## config.mk

```make
export PLATFORM = sky130hd
export DESIGN_NAME = pl_id_stage
export DESIGN_NICKNAME = d
export VERILOG_FILES = /design/src/rtl/pl_pkg.sv /design/src/rtl/pl_regfile.sv /design/src/rtl/pl_id_stage.sv
export SDC_FILE = /design/constraint.sdc
export NUM_CORES = 2
export LEC_CHECK = 0
export CELL_PAD_IN_SITES_DETAIL_PLACEMENT = 1
export CELL_PAD_IN_SITES_GLOBAL_PLACEMENT = 1
export CORE_UTILIZATION = 38
export DETAILED_ROUTE_END_ITERATION = 8
export GPL_TIMING_DRIVEN = 0
export PLACE_DENSITY_LB_ADDON = 0.1
export SLEW_MARGIN = 30
export SYNTH_ARGS = -nofsm -noshare
export SYNTH_HDL_FRONTEND = slang
export SYNTH_SLANG_ARGS = --single-unit
```

## constraint.sdc

```tcl
create_clock -name clock -period 10.74 [get_ports clock]
set_input_delay 1.074 -clock clock [delete_from_list [all_inputs] [get_ports clock]]
set_output_delay 1.074 -clock clock [all_outputs]
set_load 0.03 [all_outputs]
```

## src/rtl/pl_pkg.sv

```systemverilog
// Shared encodings for the pipelined CPU decode stage: opcodes, ALU ops,
// forwarding selects and PC-source codes.
package pl_pkg;

   localparam logic [5:0] OP_RTYPE = 6'h00;
   localparam logic [5:0] OP_J     = 6'h02;
   localparam logic [5:0] OP_JAL   = 6'h03;
   localparam logic [5:0] OP_BEQ   = 6'h04;
   localparam logic [5:0] OP_BNE   = 6'h05;
   localparam logic [5:0] OP_ADDI  = 6'h08;
   localparam logic [5:0] OP_ANDI  = 6'h0C;
   localparam logic [5:0] OP_ORI   = 6'h0D;
   localparam logic [5:0] OP_XORI  = 6'h0E;
   localparam logic [5:0] OP_LUI   = 6'h0F;
   localparam logic [5:0] OP_LW    = 6'h23;
   localparam logic [5:0] OP_SW    = 6'h2B;

   localparam logic [5:0] FN_SLL = 6'h00;
   localparam logic [5:0] FN_SRL = 6'h02;
   localparam logic [5:0] FN_SRA = 6'h03;
   localparam logic [5:0] FN_JR  = 6'h08;
   localparam logic [5:0] FN_ADD = 6'h20;
   localparam logic [5:0] FN_SUB = 6'h22;
   localparam logic [5:0] FN_AND = 6'h24;
   localparam logic [5:0] FN_OR  = 6'h25;
   localparam logic [5:0] FN_XOR = 6'h26;

   typedef enum logic [3:0] {
      ALU_ADD = 4'b0000,
      ALU_AND = 4'b0001,
      ALU_XOR = 4'b0010,
      ALU_SLL = 4'b0011,
      ALU_SUB = 4'b0100,
      ALU_OR  = 4'b0101,
      ALU_LUI = 4'b0110,
      ALU_SRL = 4'b0111,
      ALU_SRA = 4'b1111
   } aluc_e;

   typedef enum logic [1:0] {
      FWD_RF   = 2'd0,
      FWD_EALU = 2'd1,
      FWD_MALU = 2'd2,
      FWD_MMO  = 2'd3
   } fwd_e;

   typedef enum logic [1:0] {
      PC_SEQ    = 2'd0,
      PC_BRANCH = 2'd1,
      PC_JR     = 2'd2,
      PC_JUMP   = 2'd3
   } pcsrc_e;

   // A load still in EXE has no data yet, so only non-load EXE results forward.
   function automatic fwd_e fwd_select(input logic [4:0] src,
                                       input logic [4:0] ern,
                                       input logic       ewreg,
                                       input logic       em2reg,
                                       input logic [4:0] mrn,
                                       input logic       mwreg,
                                       input logic       mm2reg);
      fwd_e sel;
      sel = FWD_RF;
      if (ewreg && !em2reg && (ern != '0) && (ern == src))
         sel = FWD_EALU;
      else if (mwreg && (mrn != '0) && (mrn == src))
         sel = mm2reg ? FWD_MMO : FWD_MALU;
      return sel;
   endfunction

endpackage

```

## src/rtl/pl_regfile.sv

```systemverilog
// Architectural register file: two combinational read ports with WB
// write-through, one synchronous write port; r0 is hard-wired to zero.
module pl_regfile #(
   parameter int unsigned NREG = 32
) (
   input  logic        clock,
   input  logic        resetn,
   input  logic [4:0]  ra,
   input  logic [4:0]  rb,
   output logic [31:0] qa,
   output logic [31:0] qb,
   input  logic        we,
   input  logic [4:0]  wn,
   input  logic [31:0] wd
);

   logic [31:0] regs [NREG];
   logic        wr_active;

   assign wr_active = we && (wn != '0);

   always_ff @(posedge clock or negedge resetn) begin
      if (!resetn)
         regs <= '{default: '0};
      else if (wr_active)
         regs[wn] <= wd;
   end

   always_comb begin
      if (ra == '0)
         qa = '0;
      else if (wr_active && (wn == ra))
         qa = wd;
      else
         qa = regs[ra];

      if (rb == '0)
         qb = '0;
      else if (wr_active && (wn == rb))
         qb = wd;
      else
         qb = regs[rb];
   end

endmodule

```

## src/rtl/pl_id_stage.sv

```systemverilog
// Instruction-decode stage: control decode, operand forwarding, load-use
// stall and branch/jump resolution feeding the ID/EXE register.
module pl_id_stage
   import pl_pkg::*;
#(
   parameter int unsigned NREG      = 32,
   parameter logic [31:0] RESET_PC4 = '0
) (
   input  logic        clock,
   input  logic        resetn,
   input  logic [31:0] dinst,
   input  logic [31:0] dpc4,
   input  logic [4:0]  wrn,
   input  logic [31:0] wdi,
   input  logic        wwreg,
   input  logic [4:0]  ern,
   input  logic        ewreg,
   input  logic        em2reg,
   input  logic [31:0] ealu,
   input  logic [4:0]  mrn,
   input  logic        mwreg,
   input  logic        mm2reg,
   input  logic [31:0] malu,
   input  logic [31:0] mmo,
   output logic        dwreg,
   output logic        dm2reg,
   output logic        dwmem,
   output logic [3:0]  daluc,
   output logic        daluimm,
   output logic        dshift,
   output logic        djal,
   output logic [31:0] da,
   output logic [31:0] db,
   output logic [31:0] dimm,
   output logic [4:0]  drn,
   output logic [31:0] dpc4_o,
   output logic        wpcir,
   output logic [1:0]  pcsource,
   output logic [31:0] bpc,
   output logic [31:0] jpc
);

   logic [5:0]  op, fn;
   logic [4:0]  rs, rt, rd, sa;
   logic [15:0] imm16;
   logic [25:0] addr26;
   logic [31:0] imm_sext;

   assign op     = dinst[31:26];
   assign rs     = dinst[25:21];
   assign rt     = dinst[20:16];
   assign rd     = dinst[15:11];
   assign sa     = dinst[10:6];
   assign fn     = dinst[5:0];
   assign imm16  = dinst[15:0];
   assign addr26 = dinst[25:0];
   assign imm_sext = {{16{imm16[15]}}, imm16};

   logic [31:0] qa, qb;

   pl_regfile #(.NREG(NREG)) u_regfile (
      .clock  (clock),
      .resetn (resetn),
      .ra     (rs),
      .rb     (rt),
      .qa     (qa),
      .qb     (qb),
      .we     (wwreg),
      .wn     (wrn),
      .wd     (wdi)
   );

   logic  wreg, m2reg, wmem, aluimm, shift, jal;
   logic  uses_rs, uses_rt, dest_rd, dest_rt, imm_zext;
   logic  r_alu, r_shift, br_eq, br_ne, is_jr, is_j;
   aluc_e aluc;

   always_comb begin
      wreg = 1'b0;  m2reg = 1'b0;  wmem = 1'b0;  aluimm = 1'b0;
      shift = 1'b0; jal = 1'b0;    aluc = ALU_ADD;
      uses_rs = 1'b0; uses_rt = 1'b0; dest_rd = 1'b0; dest_rt = 1'b0;
      imm_zext = 1'b0; r_alu = 1'b0; r_shift = 1'b0;
      br_eq = 1'b0; br_ne = 1'b0; is_jr = 1'b0; is_j = 1'b0;
      case (op)
         OP_RTYPE: begin
            case (fn)
               FN_ADD: begin r_alu = 1'b1;   aluc = ALU_ADD; end
               FN_SUB: begin r_alu = 1'b1;   aluc = ALU_SUB; end
               FN_AND: begin r_alu = 1'b1;   aluc = ALU_AND; end
               FN_OR:  begin r_alu = 1'b1;   aluc = ALU_OR;  end
               FN_XOR: begin r_alu = 1'b1;   aluc = ALU_XOR; end
               FN_SLL: begin r_shift = 1'b1; aluc = ALU_SLL; end
               FN_SRL: begin r_shift = 1'b1; aluc = ALU_SRL; end
               FN_SRA: begin r_shift = 1'b1; aluc = ALU_SRA; end
               FN_JR:  begin is_jr = 1'b1;   uses_rs = 1'b1; end
               default: ;
            endcase
            if (r_alu || r_shift) begin
               wreg = 1'b1; dest_rd = 1'b1; uses_rt = 1'b1;
            end
            if (r_alu)   uses_rs = 1'b1;
            if (r_shift) shift = 1'b1;
         end
         OP_ADDI: begin wreg = 1'b1; dest_rt = 1'b1; aluimm = 1'b1; uses_rs = 1'b1; end
         OP_ANDI: begin wreg = 1'b1; dest_rt = 1'b1; aluimm = 1'b1; uses_rs = 1'b1;
                        aluc = ALU_AND; imm_zext = 1'b1; end
         OP_ORI:  begin wreg = 1'b1; dest_rt = 1'b1; aluimm = 1'b1; uses_rs = 1'b1;
                        aluc = ALU_OR;  imm_zext = 1'b1; end
         OP_XORI: begin wreg = 1'b1; dest_rt = 1'b1; aluimm = 1'b1; uses_rs = 1'b1;
                        aluc = ALU_XOR; imm_zext = 1'b1; end
         OP_LUI:  begin wreg = 1'b1; dest_rt = 1'b1; aluimm = 1'b1;
                        aluc = ALU_LUI; imm_zext = 1'b1; end
         OP_LW:   begin wreg = 1'b1; m2reg = 1'b1; dest_rt = 1'b1; aluimm = 1'b1;
                        uses_rs = 1'b1; end
         OP_SW:   begin wmem = 1'b1; aluimm = 1'b1; uses_rs = 1'b1; uses_rt = 1'b1; end
         OP_BEQ:  begin aluc = ALU_SUB; br_eq = 1'b1; uses_rs = 1'b1; uses_rt = 1'b1; end
         OP_BNE:  begin aluc = ALU_SUB; br_ne = 1'b1; uses_rs = 1'b1; uses_rt = 1'b1; end
         OP_J:    is_j = 1'b1;
         OP_JAL:  begin is_j = 1'b1; jal = 1'b1; wreg = 1'b1; end
         default: ;
      endcase
   end

   fwd_e        sel_a, sel_b;
   logic [31:0] fa, fb;

   assign sel_a = fwd_select(rs, ern, ewreg, em2reg, mrn, mwreg, mm2reg);
   assign sel_b = fwd_select(rt, ern, ewreg, em2reg, mrn, mwreg, mm2reg);

   always_comb begin
      case (sel_a)
         FWD_EALU: fa = ealu;
         FWD_MALU: fa = malu;
         FWD_MMO:  fa = mmo;
         default:  fa = qa;
      endcase
      case (sel_b)
         FWD_EALU: fb = ealu;
         FWD_MALU: fb = malu;
         FWD_MMO:  fb = mmo;
         default:  fb = qb;
      endcase
   end

   logic   stall;
   pcsrc_e pcsel;

   assign stall = ewreg && em2reg && (ern != '0) &&
                  (((ern == rs) && uses_rs) || ((ern == rt) && uses_rt));

   always_comb begin
      pcsel = PC_SEQ;
      if (!stall) begin
         if ((br_eq && (fa == fb)) || (br_ne && (fa != fb)))
            pcsel = PC_BRANCH;
         else if (is_jr)
            pcsel = PC_JR;
         else if (is_j)
            pcsel = PC_JUMP;
      end
   end

   // A stall turns the ID instruction into a bubble without touching the datapath.
   assign dwreg    = wreg & ~stall;
   assign dwmem    = wmem & ~stall;
   assign wpcir    = ~stall;
   assign pcsource = pcsel;
   assign dm2reg   = m2reg;
   assign daluc    = aluc;
   assign daluimm  = aluimm;
   assign dshift   = shift;
   assign djal     = jal;
   assign da       = jal ? dpc4 : fa;
   assign db       = fb;
   assign dpc4_o   = dpc4;
   assign dimm     = shift ? {27'b0, sa} : (imm_zext ? {16'b0, imm16} : imm_sext);
   assign drn      = dest_rd ? rd : (dest_rt ? rt : (jal ? 5'd31 : 5'd0));
   assign bpc      = dpc4 + {imm_sext[29:0], 2'b00};
   assign jpc      = {dpc4[31:28] | RESET_PC4[31:28], addr26, 2'b00};

endmodule

```

==> flow_summary.toml <==
[yosys]
synthFlopType = "dfrtp_1"
synth_top_cell_by_area = "dfrtp_1"
synth_top_cell_area_share = 0.424
synth_xor_xnor_area_share = 0.0122
most_used_standard_cells_in_the_synthesized_netlist = "dfrtp_1 (1,024), mux2_2 (994), mux4_2 (396), mux2i_1 (345), clkbuf_1 (296)"
synth_top_family_by_area = "multiplexers"
synth-edff-count = 0
synth_mux_area_frac = 0.390
yosys.area_share.simple = 0.0445
ys_seq_elements = 1024
synth.lib_cells_used.distinct = 82
async_sr_flop_fraction = 1.00
postSynthAreaPerCell_um2 = 13.0
synthCells = 4632
synth_compound_area_frac = 0.0728
syn_area_um2 = 60400
top_cells_by_area_in_the_synthesized_netlist = "dfrtp_1 (42%), mux2_2 (19%), mux4_2 (15%), mux2i_1 (5.7%), clkbuf_1 (1.8%)"
synth_most_common_cell = "dfrtp_1"
synth_sequential_area_ratio = 0.424
post_synthesis_share_of_cell_area_spent_on_full_adders_half_adders_and_majority_gates = 0.00634
yosysWarnings = 0

[timing]
fin_skew_ns = 0
final_max_slew_viol_count = 0
final-setup-viol-count = 0
final_hold_viol_count = 0
tns_ns = 0
min_period_ns = 9.15
worst_slew_margin_rel = 0.221
max_freq_mhz = 109
setup_repair_after_global_routing_missed_its_margin = "no"
finalCritPeriodShare = 0.852
max_slew.worst_pin.slew_ns = 1.17

[clock_network]
clkLatencyLatePin_ns = 0.76
tritoncts_num_sinks = 1024
tritoncts_clock_tree = "done"
cts.repair_timing.setup_buffer_count = 0
cts_htree_levels = 3
cts_buffers = 117
clockBufferDepth = 3
cts-resized-gates = 0
holdBufCountCts = 0
worst_setup_hold_path_clk_slew_ns = 0.06
root_buffer = "clkbuf_16"

[global_route]
initial_antenna_violation_count = 30
first_global_vias = 51160
global_route_wire_length_before_repair_um = 469000
groute.usage.overall = 0.435
grt.overflow.total = 0
largest_net_degree_at_the_start_of_global_routing = 120

[power]
static-leakage-power_nw = 32.2
ir_drop_mv = 0.136
internal_power_mw = 8.93
power_frac_seq = 0.389
p_sw_frac = 0.327
power.combinational.fraction = 0.274
switchingPower_mw = 4.34
powerDensity_nw_per_um2 = 178
power.total_mw = 13.3
share_clk_of_total_power = 0.337

[worst_setup_path]
arrival_ns = 8.08
crit_required_ns = 9.67
critical-path-max-stage-delay_ns = 0.94
critPathMaxFanout = 10
critical_path.cell_chain = "clkdlybuf4s50_1 > buf_2 > xnor2_1 > nand4_1 > nor3_1 > clkbuf_2 > nor3b_4 > buf_4 > a221oi_1 > xor2_1 > nand2_1 > nor4_2 > nand4_2 > mux2i_1 > a311o_1 > clkdlybuf4s50_1"
crit_path_top_delay_cell = "nor3b_4"
setup.worst_path.end_class = "output port"
cp_common_cell = "clkdlybuf4s50_1"
worst_setup_path_start_kind = "input pin"
critical_path_class = "input pin to output port"

[final_layout]
multi_input_comb_area_um2 = 31900
design.final.nets = 5521
biggestRegsByFlops = "u_regfile.regs x1024"
top_register = "u_regfile.regs"
fillCellCount = 15889
syn_to_final_growth_pct = 23.3
largest_reg_flops = 1024
final-seq-area_um2 = 25600
post_route_cells_drive_above_1_share = 0.400
layout.cells.non_filler = 7461

[placement]
globalplace.congestion = 1.01
dp.final_hpwl_um = 258000
port_buffers = 408
post-place-cells = 7216

[floorplanning]
io_pins = 424
floorplan.die.height_um = 401
dieWidth_um = 401
full_die_area_um2 = 160000
core_area_um2 = 157000
placement_rows = 145
start_util = 0.385

[route]
routed-via-count = 51106
first_iter_violations = 6633
ratio_of_routed_vias_to_standard_cells = 6.85
wl_per_cell_um = 47.3
detail_route.wirelength_um = 353000
number_of_search_and_repair_iterations_in_the_first_detailed_routing_pass = 6
detail_route.drc_violations = 0
postRouteAntennaNets = 0

[status]
status = "complete, no violations"

[flow_run]
timing.max_cap.violations = 0

[worst_hold_path]
holdCritPathClass = "input pin to asynchronous set/reset pin"
cells by family (layout without fill, tap and decap cells):
group / count (synthesis) / after routing
AO/OA/AOI/OAI: 609 / 609
XOR/XNOR: 84 / 84
adder cells (fa/ha/maj): 30 / 30
buffers and inverters: 583 / 1324
flip-flops: 1024 / 1024
multiplexers: 1735 / 1735
other: 1 / 31
AND/OR/NAND/NOR: 566 / 566
area by class of cell:
| cell class | count | share of cell area |
|---|---|---|
| clock inverters | 40 | 0.00839 |
| multi-input cells | 3026 | 0.429 |
| well taps | 2058 | 0.0346 |
| plain buffers | 556 | 0.0413 |
| flip-flops and latches | 1024 | 0.344 |
| repair buffers | 525 | 0.0922 |
| clock buffers | 176 | 0.0478 |
| diodes | 29 | 0.000975 |
| inverters | 27 | 0.00136 |
per-stage QoR:
stage          setup WS, ns  hold WS, ns  cell area (um2)   util
2_1_floorplan          5.01        0.441            60400      -
3_3_place_gp         -40.60        0.454            67000  0.427
3_5_place_dp           2.06        0.474            70200  0.447
4_1_cts                2.06        0.175            74400  0.474
5_1_grt                1.94        0.213            74400  0.474
6_report               1.59        0.195            74400  0.474
power by group through the flow:
stage	logic (mW)	registers, mW	clock network (mW)
5_1_grt	3.75	5.24	4.59
4_1_cts	3.54	5.13	4.46
3_3_place_gp	3.40	5.17	0
2_1_floorplan	2.18	4.99	0
3_5_place_dp	3.53	5.19	0
6_report	3.64	5.17	4.47
cells in the final DEF, fill, tap and decap left out, drive strengths merged, types with 10 or more instances in the layout:
cell type	count
a211oi	10
a21o	14
a21oi	77
a221o	16
a221oi	122
a222oi	12
a22oi	119
a31oi	14
buf	378
bufinv	15
clkbuf	472
clkdlybuf4s50	406
clkinv	20
dfrtp	1024
diode	29
ha	29
inv	27
mux2	994
mux2i	345
mux4	396
nand2	171
nand3	29
nand4	15
nor2	202
nor2b	31
nor3	41
nor4	17
o211ai	30
o21ai	130
xnor2	58
xor2	26
final timing paths:
kind	from	end	cells after the start	slack (ns)
worst max register to register	u_regfile.regs[521]$_DFFE_PN0P_	u_regfile.regs[521]$_DFFE_PN0P_	1	9.89
min in group clock	u_regfile.regs[1003]$_DFFE_PN0P_	u_regfile.regs[1003]$_DFFE_PN0P_	1	0.48
worst min-delay path	resetn	u_regfile.regs[779]$_DFFE_PN0P_	1	0.19
worst min register to register	u_regfile.regs[1003]$_DFFE_PN0P_	u_regfile.regs[1003]$_DFFE_PN0P_	1	0.48
worst max-delay path	dinst[20]	pcsource[0]	16	1.59
max in group asynchronous	resetn	u_regfile.regs[725]$_DFFE_PN0P_	5	8.09
layer usage:
layer | track usage | part of all wire | up-vias
met5 | 0 | 0.00025 | -
met4 | 0.337 | 0.089 | 12
met3 | 0.180 | 0.13 | 1164
met2 | 0.619 | 0.42 | 3968
met1 | 0.520 | 0.36 | 27012
li1 | - | - | 18950
critical path: cells and delay by family:
kind | cells | cell delay, ns
AOI/OAI and AO/OA | 2 | 0.52
buffers and inverters | 5 | 2.80
and+or+nand+nor | 6 | 2.62
muxes | 1 | 0.17
xor gates and xnor gates | 2 | 0.84
Power figures use the tool's default switching activity.
